## src/rtl/vga_pkg.sv

```systemverilog
// rtl/vga_pkg.sv - shared 640x480 timing constants and framebuffer grant encoding
// Purpose : constants shared by the framebuffer arbiter and its writer FIFO.
// Contents: HBP/VBP first active hc/vc, ACT_W/ACT_H active area, HPIXELS/VLINES
//           full raster, ADDR_W framebuffer address width, FIFO_AW writer FIFO
//           depth exponent, grant_t RAM port owner encoding.
package vga_pkg;
   localparam int HBP     = 144;
   localparam int VBP     = 31;
   localparam int ACT_W   = 640;
   localparam int ACT_H   = 480;
   localparam int HPIXELS = 800;
   localparam int VLINES  = 521;
   localparam int ADDR_W  = 19;
   localparam int FIFO_AW = 4;

   typedef enum logic [1:0] {
      G_NONE = 2'd0,
      G_DISP = 2'd1,
      G_WR   = 2'd2
   } grant_t;
endpackage

```

## src/rtl/fb_wr_fifo.sv

```systemverilog
// rtl/fb_wr_fifo.sv - synchronous FIFO buffering {addr,data} writer requests
// Purpose : holds scope-writer requests until the arbiter finds an idle RAM slot.
// Ports   : dclk clock; clr_n async active-low reset; push/din write side;
//           pop/dout read side (dout is the current head, valid while !empty);
//           full/empty occupancy flags derived from the entry count.
// Push while full and pop while empty are ignored.
module fb_wr_fifo #(
   parameter int AW = 4,
   parameter int DW = 27
) (
   input  logic          dclk,
   input  logic          clr_n,
   input  logic          push,
   input  logic [DW-1:0] din,
   input  logic          pop,
   output logic [DW-1:0] dout,
   output logic          full,
   output logic          empty
);
   localparam int DEPTH = 1 << AW;
   localparam logic [AW-1:0] PTR_ONE  = {{(AW-1){1'b0}}, 1'b1};
   localparam logic [AW:0]   CNT_ONE  = {{AW{1'b0}}, 1'b1};
   localparam logic [AW:0]   CNT_FULL = {1'b1, {AW{1'b0}}};

   logic [DW-1:0] mem [DEPTH];
   logic [AW-1:0] wp, rp;
   logic [AW:0]   count;
   logic          push_ok, pop_ok;

   assign full    = (count == CNT_FULL);
   assign empty   = (count == '0);
   assign push_ok = push && !full;
   assign pop_ok  = pop && !empty;
   assign dout    = mem[rp];

   always_ff @(posedge dclk or negedge clr_n) begin
      if (!clr_n) begin
         wp    <= '0;
         rp    <= '0;
         count <= '0;
      end else begin
         if (push_ok) wp <= wp + PTR_ONE;
         if (pop_ok)  rp <= rp + PTR_ONE;
         case ({push_ok, pop_ok})
            2'b10:   count <= count + CNT_ONE;
            2'b01:   count <= count - CNT_ONE;
            default: ;
         endcase
      end
   end

   always_ff @(posedge dclk) begin
      if (push_ok) mem[wp] <= din;
   end
endmodule

```

## src/rtl/vga_fb_arbiter.sv

```systemverilog
// rtl/vga_fb_arbiter.sv - single-port framebuffer arbiter, display fetch over scope writer
// Purpose : shares one 1-cycle-latency single-port RAM between VGA pixel fetch
//           (strict priority) and a FIFO-buffered sample writer drained in idle slots.
// Ports   : dclk clock; clr_n async active-low reset; hc/vc raster counters;
//           wr_valid/wr_ready/wr_addr/wr_data writer request; ram_en/ram_we/
//           ram_addr/ram_wdata/ram_rdata RAM port; color pixel index (0 when blank).
// Option  : FB_ARB_STATS_EN adds stall_cnt, saturating count of cycles the writer
//           was held off by a full FIFO, cleared every frame.
module vga_fb_arbiter
   import vga_pkg::*;
(
   input  logic              dclk,
   input  logic              clr_n,
   input  logic [9:0]        hc,
   input  logic [9:0]        vc,
   input  logic              wr_valid,
   output logic              wr_ready,
   input  logic [ADDR_W-1:0] wr_addr,
   input  logic [7:0]        wr_data,
   output logic              ram_en,
   output logic              ram_we,
   output logic [ADDR_W-1:0] ram_addr,
   output logic [7:0]        ram_wdata,
   input  logic [7:0]        ram_rdata,
`ifdef FB_ARB_STATS_EN
   output logic [15:0]       stall_cnt,
`endif
   output logic [7:0]        color
);
   localparam int ENTRY_W = ADDR_W + 8;
   localparam logic [9:0] H_LO = 10'(HBP - 1);
   localparam logic [9:0] H_HI = 10'(HBP + ACT_W - 1);
   localparam logic [9:0] V_LO = 10'(VBP);
   localparam logic [9:0] V_HI = 10'(VBP + ACT_H);
   localparam logic [ADDR_W-1:0] FB_SIZE = ADDR_W'(ACT_W * ACT_H);

   logic               frame_start, fetch, run_q;
   grant_t             grant, grant_q;
   logic [ADDR_W-1:0]  disp_addr;
   logic               fifo_full, fifo_empty, push, pop;
   logic [ENTRY_W-1:0] head;
   logic [ADDR_W-1:0]  head_addr;
   logic [7:0]         head_data;

   assign frame_start = (vc == '0) && (hc == '0);
   // run_q holds off fetch after reset until a clean frame start, so
   // disp_addr always lines up with the raster.
   assign fetch = run_q && (vc >= V_LO) && (vc < V_HI) && (hc >= H_LO) && (hc < H_HI);

   assign wr_ready  = !fifo_full;
   assign push      = wr_valid && wr_ready;
   assign pop       = (grant == G_WR);
   assign head_addr = head[ENTRY_W-1:8];
   assign head_data = head[7:0];

   fb_wr_fifo #(.AW(FIFO_AW), .DW(ENTRY_W)) u_fifo (
      .dclk  (dclk),
      .clr_n (clr_n),
      .push  (push),
      .din   ({wr_addr, wr_data}),
      .pop   (pop),
      .dout  (head),
      .full  (fifo_full),
      .empty (fifo_empty)
   );

   // The slot owner is decided in the same cycle so the RAM sees the access
   // one cycle before the pixel is shown; grant_q records what was issued.
   always_comb begin
      grant = G_NONE;
      if (fetch)            grant = G_DISP;
      else if (!fifo_empty) grant = G_WR;
   end

   always_comb begin
      ram_en    = 1'b0;
      ram_we    = 1'b0;
      ram_addr  = '0;
      ram_wdata = '0;
      case (grant)
         G_DISP: begin
            ram_en   = 1'b1;
            ram_addr = disp_addr;
         end
         G_WR: begin
            // Off-screen writes still drain from the FIFO but never reach the RAM.
            if (head_addr < FB_SIZE) begin
               ram_en    = 1'b1;
               ram_we    = 1'b1;
               ram_addr  = head_addr;
               ram_wdata = head_data;
            end
         end
         default: ;
      endcase
   end

   always_ff @(posedge dclk or negedge clr_n) begin
      if (!clr_n) begin
         run_q     <= 1'b0;
         grant_q   <= G_NONE;
         disp_addr <= '0;
      end else begin
         grant_q <= grant;
         if (frame_start) begin
            run_q     <= 1'b1;
            disp_addr <= '0;
         end else if (grant == G_DISP) begin
            disp_addr <= disp_addr + ADDR_W'(1);
         end
      end
   end

   assign color = (grant_q == G_DISP) ? ram_rdata : 8'h00;

`ifdef FB_ARB_STATS_EN
   always_ff @(posedge dclk or negedge clr_n) begin
      if (!clr_n) begin
         stall_cnt <= '0;
      end else if (frame_start) begin
         stall_cnt <= '0;
      end else if (wr_valid && !wr_ready && (stall_cnt != 16'hFFFF)) begin
         stall_cnt <= stall_cnt + 16'd1;
      end
   end
`endif
endmodule
```

## config.mk

```make
export PLATFORM = sky130hd
export DESIGN_NAME = vga_fb_arbiter
export DESIGN_NICKNAME = d
export VERILOG_FILES = /design/src/rtl/vga_pkg.sv /design/src/rtl/fb_wr_fifo.sv /design/src/rtl/vga_fb_arbiter.sv
export SDC_FILE = /design/constraint.sdc
export NUM_CORES = 1
export LEC_CHECK = 0
export BUFFER_PORTS_ARGS = -buffer_cell sky130_fd_sc_hd__buf_2
export CAP_MARGIN = 10
export CORE_MARGIN = 8
export CORE_UTILIZATION = 61
export CTS_CLUSTER_DIAMETER = 40
export DETAILED_ROUTE_END_ITERATION = 6
export GPL_ROUTABILITY_DRIVEN = 1
export PLACE_DENSITY_LB_ADDON = 0.1
export SLEW_MARGIN = 10
export SYNTH_ARGS = -nofsm -noshare
export SYNTH_HDL_FRONTEND = slang
export SYNTH_SLANG_ARGS = --single-unit
```

## constraint.sdc

```tcl
create_clock -name dclk -period 3.7 [get_ports dclk]
set_input_delay 0.37 -clock dclk [delete_from_list [all_inputs] [get_ports dclk]]
set_output_delay 0.37 -clock dclk [all_outputs]
set_load 0.05 [all_outputs]
```

---- After elaboration in Yosys (flattened, before gate mapping) ----
Memories as Yosys holds them, arrays and structs flattened.
Cells that the tools add are included.
word-level totals
  memories ................................ 1
  memory bits (writable) .................. 432
  bits in registers ....................... 35
  word-level logic and storage cells ...... 53
cells by class
  reductions and logical operators ........ 15
  equal/unequal tests ..................... 6
  add/sub/neg operators ................... 5
  magnitude comparators ................... 5
  muxes and demuxes ....................... 15
memory list
  name        words  bits a word  rd ports  clocked after memory_dff  write ports  line              RTL
  u_fifo.mem  16     27           1         0                         1            fb_wr_fifo.sv:25  logic [DW-1:0] mem [DEPTH];
operators with widths
  kind                                                   count
  2-to-1 mux 19 bit                                      3
  case mux 19 bit (2 select lines)                       1
  2-to-1 mux 8 bit                                       3
  zero test 10 bit                                       2
  adder 19 x 1 -> 19 bit (second input constant)         1
  < comparator 19 bit (second input constant)            1
  >= comparator 10 x 5 -> 1 bit (second input constant)  1
  >= comparator 10 x 8 -> 1 bit (second input constant)  1
  < comparator 10 bit (second input constant)            1
  < comparator 10 x 9 -> 1 bit (second input constant)   1
  case mux 5 bit (2 select lines)                        1
  adder 4 x 1 -> 4 bit (second input constant)           2
  logical AND 1 bit                                      8
  == test 2 x 1 -> 1 bit (second input constant)         3
  adder 5 x 1 -> 5 bit (second input constant)           1
  == test 5 bit (second input constant)                  1
  zero test 5 bit                                        1
  subtractor 5 x 1 -> 5 bit (second input constant)      1
  == test 2 bit (second input constant)                  2
  2-to-1 mux 1 bit                                       4
  2-to-1 mux 2 bit                                       2
  nonzero test 2 bit                                     2
  zero test 1 bit                                        2
  case mux 1 bit (2 select lines)                        1

---- Depth between registers and ports, before layout ----
Gate-level depths: netlist of the first run.
  depth in word-level cells ............... 10
  depth in mapped cells ................... 14
  depth with buffers taken out ............ 13

---- Hierarchy ----
From an unflattened synthesis of the first run, not the netlist that was laid out.
unflattened totals
  cell total of the unflattened synthesis .. 1,098
  area total of the unflattened synthesis .. 19,347.3 um^2
by module, submodules not included
  module          times used  area an instance (um^2)  cells each
  fb_wr_fifo      1           17,560.6                 868
  vga_fb_arbiter  1           1,786.7                  230

---- Worst setup path after synthesis of the first run ----
No wires, ideal clock.
  kind .................................... register -> output
  start ................................... register u_fifo.rp[0]
  end ..................................... output port ram_addr[15]
  cell stages (with the launch flop) ...... 9
  arrival time ............................ 3.675 ns
  path slack .............................. -0.345 ns
  path buffers ............................ 2
  cells stage by stage .................... dfrtp_1 buf_6 buf_6 mux4_2 nand2_1 nand2_1 a2111oi_2 nand2_1 o311ai_0
on the way
  longest elaborated chain between the ends .. 4
ends and longest elaborated chain
  what                                  line                  RTL
  start, declared                       fb_wr_fifo.sv:26      logic [AW-1:0] wp, rp;
  start signal, assigned                fb_wr_fifo.sv:43      if (pop_ok) rp <= rp + PTR_ONE;
  memory read (16 x 27 bit) (*)         -
  < comparator 19 bit                   vga_fb_arbiter.sv:87  if (head_addr < FB_SIZE) begin
  2-to-1 mux 19 bit (*)                 vga_fb_arbiter.sv:87
  case mux 19 bit (2 select lines) (*)  vga_fb_arbiter.sv:80  case (grant)
  end, declared                         vga_fb_arbiter.sv:22  output logic [ADDR_W-1:0] ram_addr,
Mark *: on every way between the ends. The rest lies on a longest branch, timed or not.

---- Worst setup path after layout of the first run ----
  start ................................... register u_fifo.rp[0]
  end ..................................... output port ram_addr[12]
The elaborated chain is that of the path after synthesis.

==> results of run 1 <==
-- cell families (layout without fill, tap and decap cells) --
logic type | Yosys count | after routing
flops | 467 | 467
simple gates | 172 | 172
mux | 153 | 153
compound gates | 101 | 102
buf+inv | 72 | 291
xor+xnor | 15 | 15
fa+ha+maj | 11 | 11
other cells | 0 | 1
-- timing repair --
| item | 4_1_cts | 5_1_grt |
|---|---|---|
| hold buffers | 1 | 0 |
| endpoints found under the hold margin | 35 | 0 |
| resized for setup | 59 | 64 |
| gates cloned | 5 | 1 |
| endpoints found under the setup margin | 27 | 27 |
| pin swaps | 8 | 14 |
| buffers inserted | 26 | 8 |
-- area by class of cell --
class | count | area [sq um]
Sequential cell | 467 | 13900
Fill cell | 1701 | 7650
Multi-Input combinational cell | 453 | 5250
Timing Repair Buffer | 175 | 1540
Clock buffer | 57 | 1340
Tap cell | 396 | 495
Clock inverter | 39 | 452
Inverter | 20 | 75.1
Antenna cell | 1 | 2.50
-- final timing paths --
path,to,slack (ns),depth (start not counted)
max in group asynchronous,u_fifo.rp[0],2.58,2
worst min register to register,run_q,0.47,2
worst max register to register,u_fifo.count[4],0.87,13
min in group asynchronous,u_fifo.count[4],0.47,2
worst max-delay path,ram_addr[12],-0.05,12
worst min-delay path,u_fifo.mem[3][4],0.17,1
-- metal layers --
layer	routed length, microns	global-route usage, %	vias to the layer above
li1	-	-	4408
met1	18100	33.5	5306
met2	21600	39.3	424
met3	3600	4.46	46
met4	629	5.93	0
met5	0	0	-
-- stage by stage --
stage / setup TNS, ns / hold slack (ns) / area [sq um] / cells
2_1_floorplan: 0 / 0.0744 / 19100 / 991
3_3_place_gp: 0 / 0.457 / 20200 / 1470
3_5_place_dp: 0 / 0.464 / 20200 / 1470
4_1_cts: -0.0782 / 0.161 / 22600 / 1598
5_1_grt: -2.82 / 0.175 / 23000 / 1607
6_report: -0.526 / 0.171 / 23000 / 1608
-- worst reg2reg max path, delay by kind of cell, from the launching register on --
kind                     cells  cell delay, ns
AND/OR/NAND/NOR              4            0.91
adder cells (fa/ha/maj)      2            0.70
flip-flops                   1            0.41
buffers and inverters        3            0.29
XOR/XNOR                     2            0.27
AO/OA/AOI/OAI                2            0.18
-- report_power, final --
| group | leakage, nW | switching [mW] | total, mW | internal, mW |
|---|---|---|---|---|
| Sequential | 4.34 | 0.259 | 6.64 | 6.38 |
| Clock | 0.871 | 2.11 | 5.27 | 3.15 |
| Combinational | 2.74 | 5.17 | 9.08 | 3.91 |
| Total | 7.95 | 7.55 | 21.0 | 13.4 |
-- layout by cell type, fill, tap and decap left out, types with 8 or more instances in the layout --
cell type	synthesis	final
dfrtp_1	35	32
a21oi_1	16	16
xnor2_1	8	8
mux2i_1	53	52
nand2_1	69	67
nor2_1	24	11
inv_1	20	18
o21ai_0	11	11
buf_2	11	68
buf_6	10	37
clkinv_2	0	9
and2_1	16	16
o31ai_4	0	14
ha_1	10	10
nor2_4	0	12
edfxtp_1	432	432
buf_12	1	9
clkbuf_16	0	54
o221ai_1	20	18
mux4_2	96	97
buf_4	1	52
-- registers in the layout (all words and copies together), names as in the netlist --
name	flops
disp_addr	19
u_fifo.rp	4
u_fifo.mem	432
run_q	1
u_fifo.count	5
u_fifo.wp	4
grant_q	2
==> results.yml, run 1 <==
final_layout:
  fin_util_pct: 75.0
  layout.nets: 1239
  layout-drive-gt1-share_pct: 35.6
  synthToLayoutAreaGrowth_pct: 20.8
global_route:
  grt_usage_pct: 24.1
  grt_overflow: 0
  grt_pass1_vias: 10545
  antenna_found_initial: 1
  grt_max_degree: 51
  grt_pass1_wl_mm: 65.6
clocking:
  cts_made_buffers: 53
  cts_root_buf: "clkbuf_16"
  clk_pin_slew_ns: 0.06
  htree_num_levels: 2
  clock-sinks: 467
  clk_path_buf_depth: 3
  worstSkewPairLatency_ns: 0.57
  cts_tree: "yes"
timing:
  rsz0062_at_grt: "true"
  fmax_mhz: 267
  period_needed_ns: 3.75
  final_hold_viol_count: 0
  setup_viol: 21
  skew_ns: 0.0189
  maxSlewHeadroom_pct: 41.9
  finalWorstSetupSlack_ns: -0.0484
  fin_crit_sh_pct: 101
  drv_slew: 0
  worstMarginPinSlew_ns: 0.871
synth:
  synth-compound-area-share_pct: 4.54
  synth_warnings: 0
  synth_adder_area_share_pct: 0.762
  synth_top_family_by_area: "multiplexers"
  synth_ff_type: "edfxtp_1"
  netlist_instances: 991
  synth.top_cell.area_share_pct: 68.1
  ys_seq_elements: 467
  synthTopCellsByCount: "edfxtp_1, mux4_2, nand2_1, mux2i_1, dfrtp_1"
  yosys.area.top_type: "edfxtp_1"
  synth_mux_area_share_pct: 14.5
  synth_enable_flop_cells: 432
  async_reset_ff_share_pct: 7.49
  synth_xor_xnor_area_share_pct: 0.690
  netlist_top_cells_area: "edfxtp_1, mux4_2, dfrtp_1, mux2i_1, nand2_1"
  synthSimpleGateAreaFrac_pct: 4.62
  synth.avg_cell_area_sq_um: 19.2
  synth_area_sq_um: 19100
  syn_nets: 1060
  ys_types: 57
  yosysSeqAreaShare_pct: 72.7
  synth_most_common_cell: "edfxtp_1"
place:
  gp_congestion: 0.783
  port_buffers: 95
  hpwlAfterDp_mm: 23.7
  dp_slack_ns: 0.220
floorplan:
  pin_count: 96
  die_y_microns: 193
  floorplan.initialDensity_pct: 62.1
  coreArea_sq_um: 30700
  die_w_microns: 193
  num_rows: 64
  die-area_sq_um: 37100
critical_path:
  critPathBufInv: 7
  cp.required_ns: 3.33
  arrival_ns: 3.38
  cp_top_family: "buffers and inverters"
  critical_path_class: "flop to primary output"
  path_cells: "buf_6, buf_16, buf_8, buf_6, mux4_2, a22oi_2, a221o_1, a221oi_4, buf_6, clkbuf_16, o31ai_4, buf_6"
  cpPeakStageDelay_ns: 0.52
  crit_top_cell: "buf_6"
  cp_slowest_cell: "dfrtp_4"
  crit_path_start_kind: "flop"
  worstSetupStartpoint: "u_fifo.rp[0]"
  r2r-start: "u_fifo.count[1]"
  worst_setup_path_end_kind: "primary output"
  path_max_fanout: 8
min_path:
  worstHoldStart: "wr_data[4]"
  worstHoldPathType: "primary input to flop"
pwr:
  p_total_mw: 21.0
  ir_drop_uv: 746
  power.leakage_nw: 7.95
  power_density_nw_per_um2: 912
status:
  status: "complete, but fails checks"
  violations: "negative setup slack"
drt:
  first_iter_violations: 1053
  antenna_left: 0
  vias_per_cell: 6.33
  vias: 10184
  firstDrtPassIters: 5
  drt-total-wl_mm: 44.0
  drc: 0
  wl_per_cell_microns: 27.4
job:
  max_cap_violations: 0
(Power assumes the default switching activity.)
==> run 2, diff against run 1 <==
Settings changed: GPL_ROUTABILITY_DRIVEN 1 to unset, SLEW_MARGIN 10 to 20.
Clock period 3.7 ns to 3.6 ns, I/O delays scaled along.
==> run 2 against run 1 <==
Net effect: the flow still finishes with violations (negative setup slack); register-to-register slack worse by 0.09 ns; via count is 2.6% higher; sequential power is 3.3% higher; setup slack worse by 0.11 ns; utilization is 0.22 points lower; critical path type unchanged; critical endpoint is now ram_addr[0]; largest cell class unchanged.
==> results.yml, run 2 (synthesized netlist as in run 1, its figures left out) <==
status:
  status: "complete, but fails checks"
  violations: "negative setup slack"
final_layout:
  fin_util_pct: 74.8
  final_common_cell: "edfxtp_1"
  largest_reg_flops: 432
  nFillCells: 1780
  layout-drive-gt1-share_pct: 35.0
  synthToLayoutAreaGrowth_pct: 20.4
  instances_no_fill: 1609
  top_regs: "u_fifo.mem: 432 flops, disp_addr: 19 flops, u_fifo.count: 5 flops"
  layout.nets: 1239
  top_register: "u_fifo.mem"
  layout_common_cells: "edfxtp_1, mux4_2, buf_2"
timing:
  maxSlewHeadroom_pct: 41.6
  skew_ns: 0.0157
  finalWorstSetupSlack_ns: -0.158
  final_hold_viol_count: 0
  fmax_mhz: 266
  rsz0062_at_grt: "true"
  setup_viol: 27
  tns_ns: -2.96
  drv_slew: 0
  worstMarginPinSlew_ns: 0.876
  period_needed_ns: 3.76
  fin_crit_sh_pct: 104
place:
  port_buffers: 95
  gp_congestion: 0.792
  dp.cells: 1470
  hpwlAfterDp_mm: 23.7
drt:
  drc: 0
  vias: 10447
  firstDrtPassIters: 5
  first_iter_violations: 1062
  drt-total-wl_mm: 46.1
  wl_per_cell_microns: 28.6
  antenna_left: 0
  vias_per_cell: 6.49
job:
  max_cap_violations: 0
floorplan:
  die_y_microns: 193
  floorplan.initialDensity_pct: 62.1
  coreArea_sq_um: 30700
  pin_count: 96
  die-area_sq_um: 37100
  num_rows: 64
  die_w_microns: 193
min_path:
  worstHoldPathType: "primary input to flop"
critical_path:
  critical_path_class: "flop to primary output"
  worst_setup_path_end_kind: "primary output"
  path_max_fanout: 8
  crit_path_start_kind: "flop"
  arrival_ns: 3.40
  cp.required_ns: 3.24
pwr:
  power_density_nw_per_um2: 935
  power.leakage_nw: 7.93
  ir_drop_uv: 842
clocking:
  cts_root_buf: "clkbuf_16"
  worstSkewPairLatency_ns: 0.57
  clk_path_buf_depth: 3
  cts_tree: "yes"
  cts_made_buffers: 54
  clk_pin_slew_ns: 0.06
  htree_num_levels: 2
  clock-sinks: 467
global_route:
  grt_pass1_wl_mm: 66.8
  antenna_found_initial: 3
  grt_pass1_vias: 10589
  grt_max_degree: 41
  grt_usage_pct: 24.7
  grt_overflow: 0
## run 2: cell count changes in the layout (fill, tap and decap cells not counted), moves of 3 or more
cell       delta
buf_4         -4
bufinv_16     -4
clkbuf_1      +3
clkbuf_16     +5
clkinv_1      +6
clkinv_2      -6
clkinv_8      -3
nand2_2       +3
o31ai_1       +3
o31ai_2       +9
o31ai_4      -12
## run 2: cell type report
cell class	instances	area (sq um)	area share [%]
clock inverter	34	289	1.26
clock buffer	64	1450	6.33
antenna	1	2.50	0.0109
multi-input combinational	454	5180	22.6
tap	396	495	2.16
sequential	467	13900	60.4
timing repair buffer	173	1600	6.95
inverter	20	75.1	0.327
## run 2: final timing paths
kind	slack [ns]	cells past startpoint	from	endpoint
min	0.17	1	wr_addr[6]	u_fifo.mem[13][14]
max	-0.16	10	u_fifo.rp[0]	ram_addr[0]
min in group asynchronous	0.48	2	clr_n	run_q
min reg2reg	0.49	2	run_q	run_q
max in group asynchronous	2.48	2	clr_n	u_fifo.rp[0]
max reg2reg	0.78	13	u_fifo.count[1]	u_fifo.count[4]
## run 2: timing repair
item	in CTS	in global routing
cloned	8	2
endpoints found under the setup margin	28	28
endpoints found under the hold margin	35	0
hold buffers	1	0
resized for setup	86	29
buffers inserted	22	8
pin swaps	11	8
## run 2: layer usage
metal	part of all wire (%)	global-route usage [%]	routed length, microns
met5	0.056	0	26
met4	2.0	7.26	939
met3	8.2	4.35	3760
met2	50	40.7	22900
met1	40	33.8	18400
## run 2: through the flow
stage	instance area (sq um)	total power [mW]	hold slack, ns	setup slack (ns)
floorplan	19100	12.1	0.0644	0.114
global placement	20200	13.9	0.454	0.202
detailed placement	20200	14.0	0.466	0.0971
CTS	22700	21.0	0.154	-0.123
global route	22900	22.2	0.160	-0.240
finish	22900	21.5	0.167	-0.158
## run 2: where the power goes
| part | switching (mW) | internal (mW) | total, mW |
|---|---|---|---|
| combinational | 5.28 | 4.04 | 9.32 |
| sequential | 0.303 | 6.56 | 6.86 |
| clock | 2.16 | 3.11 | 5.28 |
| total | 7.75 | 13.7 | 21.5 |
## run 2: worst max-delay path: stages (launching register included)
cell	delay [ns]
dfrtp_4	0.58
buf_16	0.19
mux2i_2	0.17
a221oi_4	0.36
o21ai_2	0.11
a221o_1	0.43
a221oi_4	0.36
buf_6	0.18
buf_12	0.15
o31ai_1	0.08
buf_4	0.20
==> run 3, diff against run 2 <==
Settings changed: CORE_UTILIZATION 61 to 35, REMOVE_ABC_BUFFERS set to 1.
==> run 3 against run 2 <==
Net effect: the flow still finishes with violations (negative setup slack); sequential share of layout area down 3.7 points; via count is 2.5% lower; clock skew up 0.020 ns; largest power group unchanged; design area grew 6.5%; non-clock buffer count is 1 higher; flip-flop and latch count unchanged.
==> results.yml, run 3 (synthesized netlist as in run 1, its figures left out) <==
clocking:
  htree_num_levels: 3
  cts_root_buf: "clkbuf_16"
  clock-sinks: 467
  cts_tree: "yes"
  clk_path_buf_depth: 3
  clk_pin_slew_ns: 0.05
  cts_made_buffers: 84
  worstSkewPairLatency_ns: 0.62
drt:
  first_iter_violations: 689
  vias_per_cell: 5.18
  firstDrtPassIters: 5
  drc: 0
  wl_per_cell_microns: 25.5
  drt-total-wl_mm: 50.2
  wl_met3_mm: 2.27
  antenna_left: 0
  dr_wl_met2_mm: 24.0
  vias: 10190
  wl_met1_mm: 22.9
  highest_layer: "met5"
timing:
  finalWorstSetupSlack_ns: -0.111
  fmax_mhz: 269
  worstMarginPinSlew_ns: 0.913
  holdWs_ns: 0.130
  maxSlewHeadroom_pct: 39.1
  fin_crit_sh_pct: 103
  final_hold_viol_count: 0
  setup_viol: 26
  period_needed_ns: 3.71
  skew_ns: 0.0361
  rsz0062_at_grt: "true"
  drv_slew: 0
floorplan:
  num_rows: 85
  floorplan.initialDensity_pct: 35.4
  die-area_sq_um: 62200
  die_w_microns: 249
  coreArea_sq_um: 53800
  die_y_microns: 249
  pin_count: 96
pwr:
  p_total_mw: 24.2
  ir_drop_uv: 519
  power.leakage_nw: 8.44
  power_density_nw_per_um2: 989
place:
  hpwlAfterDp_mm: 27.9
  port_buffers: 95
  dp_slack_ns: 0.0791
  place_area_sq_um: 20700
  gp_congestion: 0.746
min_path:
  worstHoldStart: "wr_data[3]"
  worstHoldPathType: "primary input to flop"
global_route:
  grt_pass1_vias: 10927
  grt_overflow: 0
  grt_max_degree: 45
  grt_pass1_wl_mm: 73.8
  antenna_found_initial: 3
  grt_usage_pct: 16.0
status:
  violations: "negative setup slack"
  status: "complete, but fails checks"
critical_path:
  r2r-start: "u_fifo.count[1]"
  critPathBufInv: 4
  arrival_ns: 3.35
  cp.required_ns: 3.24
  path_max_fanout: 12
  crit_top_cell: "buf_12"
  cpPeakStageDelay_ns: 0.52
  cp_top_family: "compound AO/OA/AOI/OAI gates"
  crit_path_start_kind: "flop"
  critical_path_class: "flop to primary output"
  worst_setup_path_end_kind: "primary output"
  cp_slowest_cell: "dfrtp_4"
  path_cells: "buf_12, mux2i_2, a221oi_4, o21ai_2, a221o_1, a221oi_4, buf_12, buf_12, nor3b_2, buf_6"
  worstSetupStartpoint: "u_fifo.rp[0]"
final_layout:
  top_regs: "u_fifo.mem: 432 flops, disp_addr: 19 flops, u_fifo.count: 5 flops"
  layout.nets: 1268
  fin_util_pct: 45.4
  nFillCells: 4611
  design_area_sq_um: 24400
  final_common_cell: "edfxtp_1"
  synthToLayoutAreaGrowth_pct: 28.3
  largest_reg_flops: 432
  layout-drive-gt1-share_pct: 38.8
  insertedDiodeCount: 0
  layout_common_cells: "edfxtp_1, mux4_2, clkbuf_16"
  top_register: "u_fifo.mem"
job:
  max_cap_violations: 0
## run 3: cell types whose count changed in the layout (fill, tap and decap cells not counted), sizes merged
cell      before  now
clkinv        19   23
o21ai         17   15
bufbuf         3    0
clkinvlp       5   11
diode          1    0
bufinv         3   13
inv           27   32
buf          166  172
clkbuf        67   99
## run 3: stage by stage
step                TNS [ns]  cells
finish                 -1.66   1966
global route           -4.92   1966
CTS                    -2.52   1954
detailed placement         0   1783
global placement           0   1783
floorplan            -131.97    939
## run 3: final cells by class
type | instances | area [sq um] | share of cell area (%)
tap | 696 | 871 | 3.56
inverter | 20 | 75.1 | 0.307
sequential | 467 | 13900 | 56.7
clock buffer | 98 | 2230 | 9.12
timing repair buffer | 174 | 1470 | 6.00
clock inverter | 59 | 727 | 2.97
multi-input combinational | 452 | 5210 | 21.3
## run 3: metal layers
metal	GRT usage, %	vias up
li1	-	4505
met1	21.4	5377
met2	25.7	226
met3	4.08	78
met4	4.88	4
met5	0	-
## run 3: final timing paths
check / to / cells after the start / slack [ns]
worst max register to register: u_fifo.count[4] / 13 / 0.72
worst max-delay path: ram_wdata[2] / 10 / -0.11
worst min register to register: run_q / 2 / 0.47
max in group asynchronous: u_fifo.rp[1] / 2 / 2.50
worst min-delay path: u_fifo.mem[11][3] / 1 / 0.13
min in group asynchronous: u_fifo.rp[3] / 2 / 0.44
## run 3: report_power, final
group	internal, mW	switching [mW]
Sequential	6.57	0.250
Combinational	3.87	5.29
Clock	5.41	2.78
## run 3: what timing repair did
action	CTS	global route
cloned	0	1
endpoints found under the setup margin	29	27
endpoints found under the hold margin	35	0
hold buffers	1	0
buffers inserted	13	13
resized for setup	77	46
pin swaps	12	12
## run 3: worst reg2reg max path: stages, from the launching register on
cell	delay, ns
dfrtp_1	0.40
nor4_1	0.40
nand2_1	0.14
and2_1	0.30
inv_1	0.10
ha_1	0.23
inv_1	0.11
fa_1	0.46
inv_1	0.07
a21o_1	0.11
a21oi_1	0.07
xnor2_1	0.12
nor2_1	0.11
xor2_1	0.17
